$ cat src/rtl/bnn_xnor_acc.sv
// bnn_xnor_acc: pipelined XNOR-popcount neuron accumulator.
// A vector of 1..MAXBEAT beats (WL bits each) is masked, XNOR-matched,
// popcounted and accumulated; the last beat yields a unipolar popcount or
// a bipolar dot product plus a thresholded sign bit.
module bnn_xnor_acc #(
    parameter int unsigned WL      = 112,
    parameter int unsigned MAXBEAT = 4,
    parameter int unsigned PW      = $clog2(WL + 1),
    parameter int unsigned ACCW    = $clog2(WL * MAXBEAT + 1) + 1
) (
    input  logic            iCLK,
    input  logic            iRSTn,
    input  logic            iEN,
    input  logic            iVALID,
    input  logic            iLAST,
    input  logic            iMODE,
    input  logic [WL-1:0]   idata,
    input  logic [WL-1:0]   iweight,
    input  logic [WL-1:0]   imask,
    input  logic [ACCW-1:0] ithresh,
    output logic            oVALID,
    output logic [ACCW-1:0] osum,
    output logic            obit,
    output logic            oOVF
);

    localparam int unsigned NP  = 1 << $clog2(WL);
    localparam int unsigned BCW = $clog2(MAXBEAT + 2);

    // Balanced adder tree: leaves padded to a power of two, pairs summed in place.
    function automatic logic [PW-1:0] popcnt(input logic [WL-1:0] v);
        logic [PW-1:0] t [NP];
        for (int unsigned i = 0; i < NP; i++) begin
            t[i] = '0;
            if (i < WL) t[i] = PW'(v[i]);
        end
        for (int unsigned w = NP / 2; w > 0; w = w / 2) begin
            for (int unsigned i = 0; i < w; i++) begin
                t[i] = t[2*i] + t[2*i+1];
            end
        end
        return t[0];
    endfunction

    // Stage 1 registers
    logic            s1_valid_q, s1_valid_d;
    logic            s1_last_q,  s1_last_d;
    logic            s1_mode_q,  s1_mode_d;
    logic [WL-1:0]   s1_x_q,     s1_x_d;
    logic [WL-1:0]   s1_mask_q,  s1_mask_d;
    // Stage 2 registers
    logic            s2_valid_q, s2_valid_d;
    logic            s2_last_q,  s2_last_d;
    logic            s2_mode_q,  s2_mode_d;
    logic [PW-1:0]   s2_pop_q,   s2_pop_d;
    logic [PW-1:0]   s2_cnt_q,   s2_cnt_d;
    // Stage 3 accumulator state
    logic            s3_res_q,   s3_res_d;
    logic            s3_mode_q,  s3_mode_d;
    logic            first_q,    first_d;
    logic [ACCW-1:0] acc_pop_q,  acc_pop_d;
    logic [ACCW-1:0] acc_n_q,    acc_n_d;
    logic [BCW-1:0]  beat_cnt_q, beat_cnt_d;
    logic            ovf_q,      ovf_d;
    // Output registers
    logic            ovalid_q,   ovalid_d;
    logic [ACCW-1:0] osum_q,     osum_d;
    logic            obit_q,     obit_d;
    logic            oovf_q,     oovf_d;

    // Stage 1/2 datapath: XNOR-mask capture, then popcounts of match and mask
    always_comb begin
        s1_valid_d = iVALID;
        s1_last_d  = iLAST;
        s1_mode_d  = iMODE;
        s1_x_d     = ~(idata ^ iweight) & imask;
        s1_mask_d  = imask;
        s2_valid_d = s1_valid_q;
        s2_last_d  = s1_last_q;
        s2_mode_d  = s1_mode_q;
        s2_pop_d   = popcnt(s1_x_q);
        s2_cnt_d   = popcnt(s1_mask_q);
    end

    // Stage 3: accumulate across beats; first flag restarts sums, counter and ovf
    always_comb begin
        s3_res_d   = s2_valid_q & s2_last_q;
        s3_mode_d  = s3_mode_q;
        first_d    = first_q;
        acc_pop_d  = acc_pop_q;
        acc_n_d    = acc_n_q;
        beat_cnt_d = beat_cnt_q;
        ovf_d      = ovf_q;
        if (s2_valid_q) begin
            acc_pop_d = (first_q ? '0 : acc_pop_q) + ACCW'(s2_pop_q);
            acc_n_d   = (first_q ? '0 : acc_n_q) + ACCW'(s2_cnt_q);
            if (first_q)
                beat_cnt_d = BCW'(1);
            else if (beat_cnt_q != BCW'(MAXBEAT + 1))
                beat_cnt_d = beat_cnt_q + BCW'(1);
            ovf_d     = (first_q ? 1'b0 : ovf_q) | (beat_cnt_d > BCW'(MAXBEAT));
            first_d   = s2_last_q;
            s3_mode_d = s2_mode_q;
        end
    end

    // Output stage: final result on a completed vector, otherwise hold
    always_comb begin
        ovalid_d = s3_res_q;
        osum_d   = osum_q;
        obit_d   = obit_q;
        oovf_d   = oovf_q;
        if (s3_res_q) begin
            osum_d = s3_mode_q ? ({acc_pop_q[ACCW-2:0], 1'b0} - acc_n_q) : acc_pop_q;
            obit_d = $signed(osum_d) >= $signed(ithresh);
            oovf_d = ovf_q;
        end
    end

    // All state registers; iEN=0 freezes the whole pipeline
    always_ff @(posedge iCLK or negedge iRSTn) begin
        if (!iRSTn) begin
            s1_valid_q <= 1'b0;
            s1_last_q  <= 1'b0;
            s1_mode_q  <= 1'b0;
            s1_x_q     <= '0;
            s1_mask_q  <= '0;
            s2_valid_q <= 1'b0;
            s2_last_q  <= 1'b0;
            s2_mode_q  <= 1'b0;
            s2_pop_q   <= '0;
            s2_cnt_q   <= '0;
            s3_res_q   <= 1'b0;
            s3_mode_q  <= 1'b0;
            first_q    <= 1'b1;
            acc_pop_q  <= '0;
            acc_n_q    <= '0;
            beat_cnt_q <= '0;
            ovf_q      <= 1'b0;
            ovalid_q   <= 1'b0;
            osum_q     <= '0;
            obit_q     <= 1'b0;
            oovf_q     <= 1'b0;
        end else if (iEN) begin
            s1_valid_q <= s1_valid_d;
            s1_last_q  <= s1_last_d;
            s1_mode_q  <= s1_mode_d;
            s1_x_q     <= s1_x_d;
            s1_mask_q  <= s1_mask_d;
            s2_valid_q <= s2_valid_d;
            s2_last_q  <= s2_last_d;
            s2_mode_q  <= s2_mode_d;
            s2_pop_q   <= s2_pop_d;
            s2_cnt_q   <= s2_cnt_d;
            s3_res_q   <= s3_res_d;
            s3_mode_q  <= s3_mode_d;
            first_q    <= first_d;
            acc_pop_q  <= acc_pop_d;
            acc_n_q    <= acc_n_d;
            beat_cnt_q <= beat_cnt_d;
            ovf_q      <= ovf_d;
            ovalid_q   <= ovalid_d;
            osum_q     <= osum_d;
            obit_q     <= obit_d;
            oovf_q     <= oovf_d;
        end
    end

    assign oVALID = ovalid_q;
    assign osum   = osum_q;
    assign obit   = obit_q;
    assign oOVF   = oovf_q;

endmodule

$ cat config.mk
export PLATFORM = sky130hd
export DESIGN_NAME = bnn_xnor_acc
export DESIGN_NICKNAME = d
export VERILOG_FILES = /design/src/rtl/bnn_xnor_acc.sv
export SDC_FILE = /design/constraint.sdc
export NUM_CORES = 1
export LEC_CHECK = 0
export BUFFER_PORTS_ARGS = -buffer_cell sky130_fd_sc_hd__buf_2
export CAP_MARGIN = 20
export CORE_MARGIN = 2
export CORE_UTILIZATION = 45
export DETAILED_ROUTE_END_ITERATION = 10
export PLACE_DENSITY_LB_ADDON = 0.25
export SLEW_MARGIN = 20
export SYNTH_ARGS = -nofsm -noshare
export SYNTH_HDL_FRONTEND = slang
export SYNTH_SLANG_ARGS = --single-unit
export TNS_END_PERCENT = 10
$ cat constraint.sdc
create_clock -name iCLK -period 9.76 [get_ports iCLK]
set_clock_uncertainty 0.2 [all_clocks]
set_input_delay 0.976 -clock iCLK [delete_from_list [all_inputs] [get_ports iCLK]]
set_output_delay 0.976 -clock iCLK [all_outputs]
set_load 0.02 [all_outputs]
==> metrics.yaml, run 1 <==
startpoint: "s1_x_q[41]"
synth_compound_area_share_pct: 12.0
avgSynthCellArea_sq_um: 10.5
cts_tree: "yes"
antenna_left: 0
dp_slack_ns: 2.79
endpoint_kind: "flop"
netlist_area_sq_um: 18500
gr-usage-all-layers_pct: 22.3
synth_top_area_share_pct: 38.3
hold_viol_final: 0
ys_ff_latch: 284
routed_wl_microns: 46000
rr_worst_depth: 22
worstPathArrival_ns: 7.20
syn_to_final_growth_pct: 19.1
r2r_slack_ns: 2.82
fin_crit_sh_pct: 71.1
yosys.area_share.simple_pct: 5.37
start_util_pct: 45.5
synth_largest_area_cell: "dfrtp_1"
fin_nets: 2738
period_needed_ns: 6.94
fp.dieH_microns: 207
synth_top_family_by_area: "adder cells"
portBuffers: 364
max_freq_mhz: 144
synth.area.top_cells: "dfrtp_1 (38%), fa_1 (22%), inv_1 (8.2%)"
ys_types: 50
critPathCapture: "s2_pop_q[5]"
vias_per_cell: 4.87
critical_path_class: "reg2reg"
finalSetupTns_ns: 0
pin_count: 365
tightest_slew_ns: 1.02
start_kind: "flop"
synth_nets: 2386
wl_per_cell_microns: 17.2
yosys_warnings: 0
syn_inst: 1761
slew-limit-headroom_pct: 31.7
crit_fanout: 2
cts_buffers: 31
synth_xor_area_share_pct: 6.21
insertion_delay_ns: 0.59
synthMuxAreaShare_pct: 1.95
cts_resized: 0
r2r-end: "s2_pop_q[5]"
grt_pass1_wl_microns: 73200
synthAdderAreaFrac_pct: 26.7
antenna_found_initial: 2
required_ns: 10.02
cts.clk_slew.worst_paths_ns: 0.06
cts_sinks: 284
synth_ff_type: "dfrtp_1"
vias: 13000
dieArea_sq_um: 42700
cts_setup_buffers: 0
die_w_microns: 207
cts-hold-fix-buffers: 0
core_region_area_sq_um: 40600
drt-initial-drc-count: 584
drive_gt1_share_pct: 21.5
grt_max_degree: 119
clockBufferDepth: 3
rows: 74
drv_cap: 0
drc: 0
drt_pass1_iterations: 5
synthArstFlopShare_pct: 100
htreeDepth: 1
grt_overflow: 0
outcome: "finished clean"
gp_congestion: 0.854
n_fill_cell: 3686
hp-class: "in2async"
drv_slew: 0
seq_area_frac_synth_pct: 38.5
hpwl_microns: 36400
r2r_start: "s1_x_q[41]"
synth_edf_count: 0
grt_pass1_vias: 13800
root_buffer: "clkbuf_16"
setup-violations-final: 0
rsz0062_at_grt: "no"
worst_slack_ns: 2.82
-- placed cells by master, fill, tap and decap left out, drive strengths merged, types with 35 or more instances in the layout --
cell,n
xor2,120
nor2,35
o22ai,50
ha,70
o21ai,154
buf,370
inv,406
o2bb2ai,65
clkbuf,45
fa,203
nand2,152
a21oi,36
dfrtp,283
-- cells in the mapped netlist (2+ instances only) --
master,n
nor2_1,35
o21ai_0,151
buf_1,11
a31oi_1,4
o21a_1,4
o211ai_1,3
nor4b_1,2
fa_1,203
mux2i_1,6
clkbuf_1,37
nor2b_1,12
mux2_2,24
o21bai_1,7
ha_1,70
o31ai_1,4
nand4b_1,2
nor3b_1,2
and2_1,2
o31a_1,2
a21o_1,7
o21ai_1,3
nand2b_1,10
a21oi_1,36
a211oi_1,4
o22a_1,2
inv_1,405
nand3b_1,4
nor4_1,2
dfrtp_1,283
nand3_1,3
nor3_1,4
o22ai_1,50
a211oi_2,2
mux2_4,2
o2bb2ai_1,65
a22oi_1,2
xor2_1,120
buf_2,3
xnor2_1,11
nand2_1,152
-- metrics by stage --
stage                     area, sq um  hold WS, ns  utilization (%)  instances
final                           22000        0.163             54.1       2671
after global placement          20800        0.258             51.3       2612
after floorplan                 18500        0.246                -       1761
after global routing            22000        0.205             54.1       2671
after detailed placement        20800        0.266             51.3       2612
after CTS                       22000        0.169             54.1       2670
-- worst max-delay path: stages (launching register included) --
cell and delay [ns]:
dfrtp_1 0.40, fa_1 0.53, inv_1 0.05, fa_1 0.50
inv_1 0.09, fa_1 0.53, inv_1 0.05, fa_1 0.48
inv_1 0.05, fa_1 0.41, fa_1 0.51, fa_1 0.52
fa_1 0.54, inv_1 0.05, fa_1 0.58, inv_1 0.05
ha_1 0.28, a21o_1 0.17, a21oi_1 0.21, o21bai_1 0.09
a21oi_1 0.18, xnor2_1 0.08, mux2_2 0.26
-- state kept, by name, indices dropped and copies added (netlist names), 3 cells and up --
name and flops:
acc_n_q 10, acc_pop_q 10, beat_cnt_q 3, osum 10, s1_mask_q 112, s1_x_q 112, s2_cnt_q 7, s2_pop_q 7
-- cells by family (layout without fill, tap and decap cells) --
| group | after synthesis | count (layout) |
|---|---|---|
| other | 0 | 1 |
| buffers and inverters | 456 | 833 |
| DFF | 284 | 284 |
| and+or+nand+nor | 232 | 232 |
| xor gates and xnor gates | 131 | 131 |
| AOI/OAI and AO/OA | 353 | 353 |
| adders and majority gates | 273 | 273 |
| muxes | 32 | 32 |
-- cell type report --
| class | count | area (sq um) | area share (%) |
|---|---|---|---|
| Antenna cell | 1 | 2.50 | 0.0114 |
| Clock buffer | 45 | 948 | 4.31 |
| Clock inverter | 13 | 219 | 0.995 |
| Inverter | 405 | 1520 | 6.91 |
| Multi-Input combinational cell | 1021 | 9650 | 43.9 |
| Sequential cell | 284 | 7110 | 32.3 |
| Tap cell | 532 | 666 | 3.02 |
| Timing Repair Buffer | 370 | 1890 | 8.61 |
-- per-layer routing --
| layer | vias to the layer above | routed length (microns) | global-route usage [%] |
|---|---|---|---|
| met2 | 304 | 22200 | 37.6 |
| li1 | 6232 | - | - |
| met5 | - | 16 | 0 |
| met3 | 53 | 2210 | 2.84 |
| met1 | 6427 | 20700 | 31.0 |
| met4 | 2 | 896 | 5.31 |
-- worst min path at each step --
stage	slack, ns	to	from	depth (start not counted)
3_5_place_dp	0.27	osum[1]	osum[1]	2
3_3_place_gp	0.26	osum[4]	osum[4]	2
6_report	0.16	s1_mask_q[17]	iRSTn	1
2_1_floorplan	0.25	s3_mode_q	s2_mode_q	2
4_1_cts	0.17	s1_mask_q[17]	iRSTn	1
5_1_grt	0.20	s1_mask_q[19]	iRSTn	1
Power of run 1 is left out: the tool's default activity adds up to more than one toggle a clock period on the data nets, which glitch-free logic cannot reach.
==> inputs of run 2 (changes only) <==
- clock period: 9.76 -> 5.71 ns (I/O delays scaled with it)
==> metrics.yaml, run 2 (same netlist as run 1, synthesis figures left out) <==
required_ns: 5.90
hpwl_microns: 37100
fin_crit_sh_pct: 118
vias_per_cell: 4.80
dp_slack_ns: -1.22
grt_pass1_wl_microns: 75200
portBuffers: 364
wl_per_cell_microns: 17.1
antenna_found_initial: 1
diodes: 0
cp_num_cells: 22
tightest_slew_ns: 0.932
r2r-end: "s2_pop_q[5]"
gr-usage-all-layers_pct: 23.0
drv_slew: 0
top_layer: "met5"
syn_to_final_growth_pct: 23.2
dieArea_sq_um: 42700
rsz0062_at_grt: "yes"
fin_nets: 2825
worstPathArrival_ns: 6.94
root_buffer: "clkbuf_16"
hp-class: "in2reg"
r2r_slack_ns: -1.04
startpoint: "s1_x_q[49]"
max_freq_mhz: 148
cts.clk_slew.worst_paths_ns: 0.06
antenna_left: 0
rows: 74
routed_wl_microns: 47200
drt-initial-drc-count: 702
cts_tree: "yes"
critical_path_class: "reg2reg"
fp.dieH_microns: 207
period_needed_ns: 6.75
mostFrequentLayoutCell: "inv_1"
crit_buf_inv: 6
cpPeakStageDelay_ns: 0.56
n_fill_cell: 3669
gp_congestion: 0.839
endpoint_kind: "flop"
drt_pass1_iterations: 5
wl_met1_microns: 21000
pin_count: 365
crit_slowest_cell: "fa_1"
reg_top3: "s1_mask_q x112, s1_x_q x112"
drive_gt1_share_pct: 25.5
rr_worst_depth: 22
cts_buffers: 34
grt_overflow: 0
crit_family: "adder cells"
worst_slack_ns: -1.04
drc: 0
insertion_delay_ns: 0.52
r2r_start: "s1_x_q[49]"
vias: 13200
hold_viol_final: 0
drv_cap: 0
htreeDepth: 2
crit_fanout: 2
start_util_pct: 45.5
core_region_area_sq_um: 40600
outcome: "finished with violations"
met2_wirelength_microns: 23100
crit_top_cell: "fa_1"
clockBufferDepth: 3
final_cell_mix: "inv_1 (393), buf_2 (362), dfrtp_1 (283), fa_1 (196), nand2_1 (152)"
grt_pass1_vias: 14300
setup-violations-final: 14
start_kind: "flop"
cts_sinks: 284
met3_length_microns: 2160
worstPathCellList: "inv_1, fa_1, inv_1, fa_1, fa_1, inv_1, fa_1, inv_1, fa_1, fa_1, fa_1, fa_1, inv_1, fa_1, inv_1, ha_1, a21o_1, a21oi_2, o21bai_1, a21oi_1, xnor2_1, mux2_2"
slew-limit-headroom_pct: 37.8
grt_max_degree: 141
critPathCapture: "s2_pop_q[5]"
die_w_microns: 207
violations: "negative setup slack"
run 2: metal layers:
| layer | global-route usage, % | vias to the layer above |
|---|---|---|
| li1 | - | 6396 |
| met5 | 0 | - |
| met3 | 3.01 | 58 |
| met2 | 39.2 | 312 |
| met4 | 5.18 | 2 |
| met1 | 31.6 | 6479 |
run 2: metrics by stage:
step | cells | utilization (%) | instance area, sq um | hold slack (ns) | setup TNS, ns
after floorplan | 1761 | - | 18500 | 0.0754 | -7.67
after global placement | 2693 | 52.8 | 21500 | 0.255 | -11.45
after detailed placement | 2693 | 52.8 | 21500 | 0.265 | -12.47
after CTS | 2757 | 55.9 | 22700 | 0.0557 | -12.39
after global routing | 2757 | 56.0 | 22800 | 0.0709 | -14.14
final | 2757 | 56.0 | 22800 | 0.0836 | -10.82
run 2: worst min-delay path by stage:
stage	startpoint	end	slack (ns)	cells past startpoint
2_1_floorplan	iRSTn	acc_n_q[0]	0.08	0
3_3_place_gp	osum[4]	osum[4]	0.25	2
3_5_place_dp	osum[4]	osum[4]	0.27	2
4_1_cts	imask[5]	s1_mask_q[5]	0.06	3
5_1_grt	iLAST	s1_last_q	0.07	2
6_report	imask[5]	s1_mask_q[5]	0.08	3
run 2: layout make-up:
class	count	area, sq um	share of cell area [%]
Clock buffer	51	1060	4.65
Clock inverter	10	159	0.698
Inverter	405	1520	6.68
Multi-Input combinational cell	1021	9710	42.7
Sequential cell	284	7110	31.2
Tap cell	532	666	2.93
Timing Repair Buffer	454	2530	11.1
run 2: worst min-delay path, delay by kind of cell:
family | cells | cell delay (ns)
AOI/OAI and AO/OA | 1 | 0.07
buffers and inverters | 1 | 0.08
and+or+nand+nor | 1 | 0.05
run 2: what timing repair did:
action / 4_1_cts / 5_1_grt
hold buffers: 1 / 0
gates resized for setup: 12 / 11
endpoints found under the setup margin: 14 / 14
hold endpoints to repair: 89 / 0
buffers inserted: 2 / 0
pin swaps: 18 / 18
Power of run 2 is left out for the same reason.
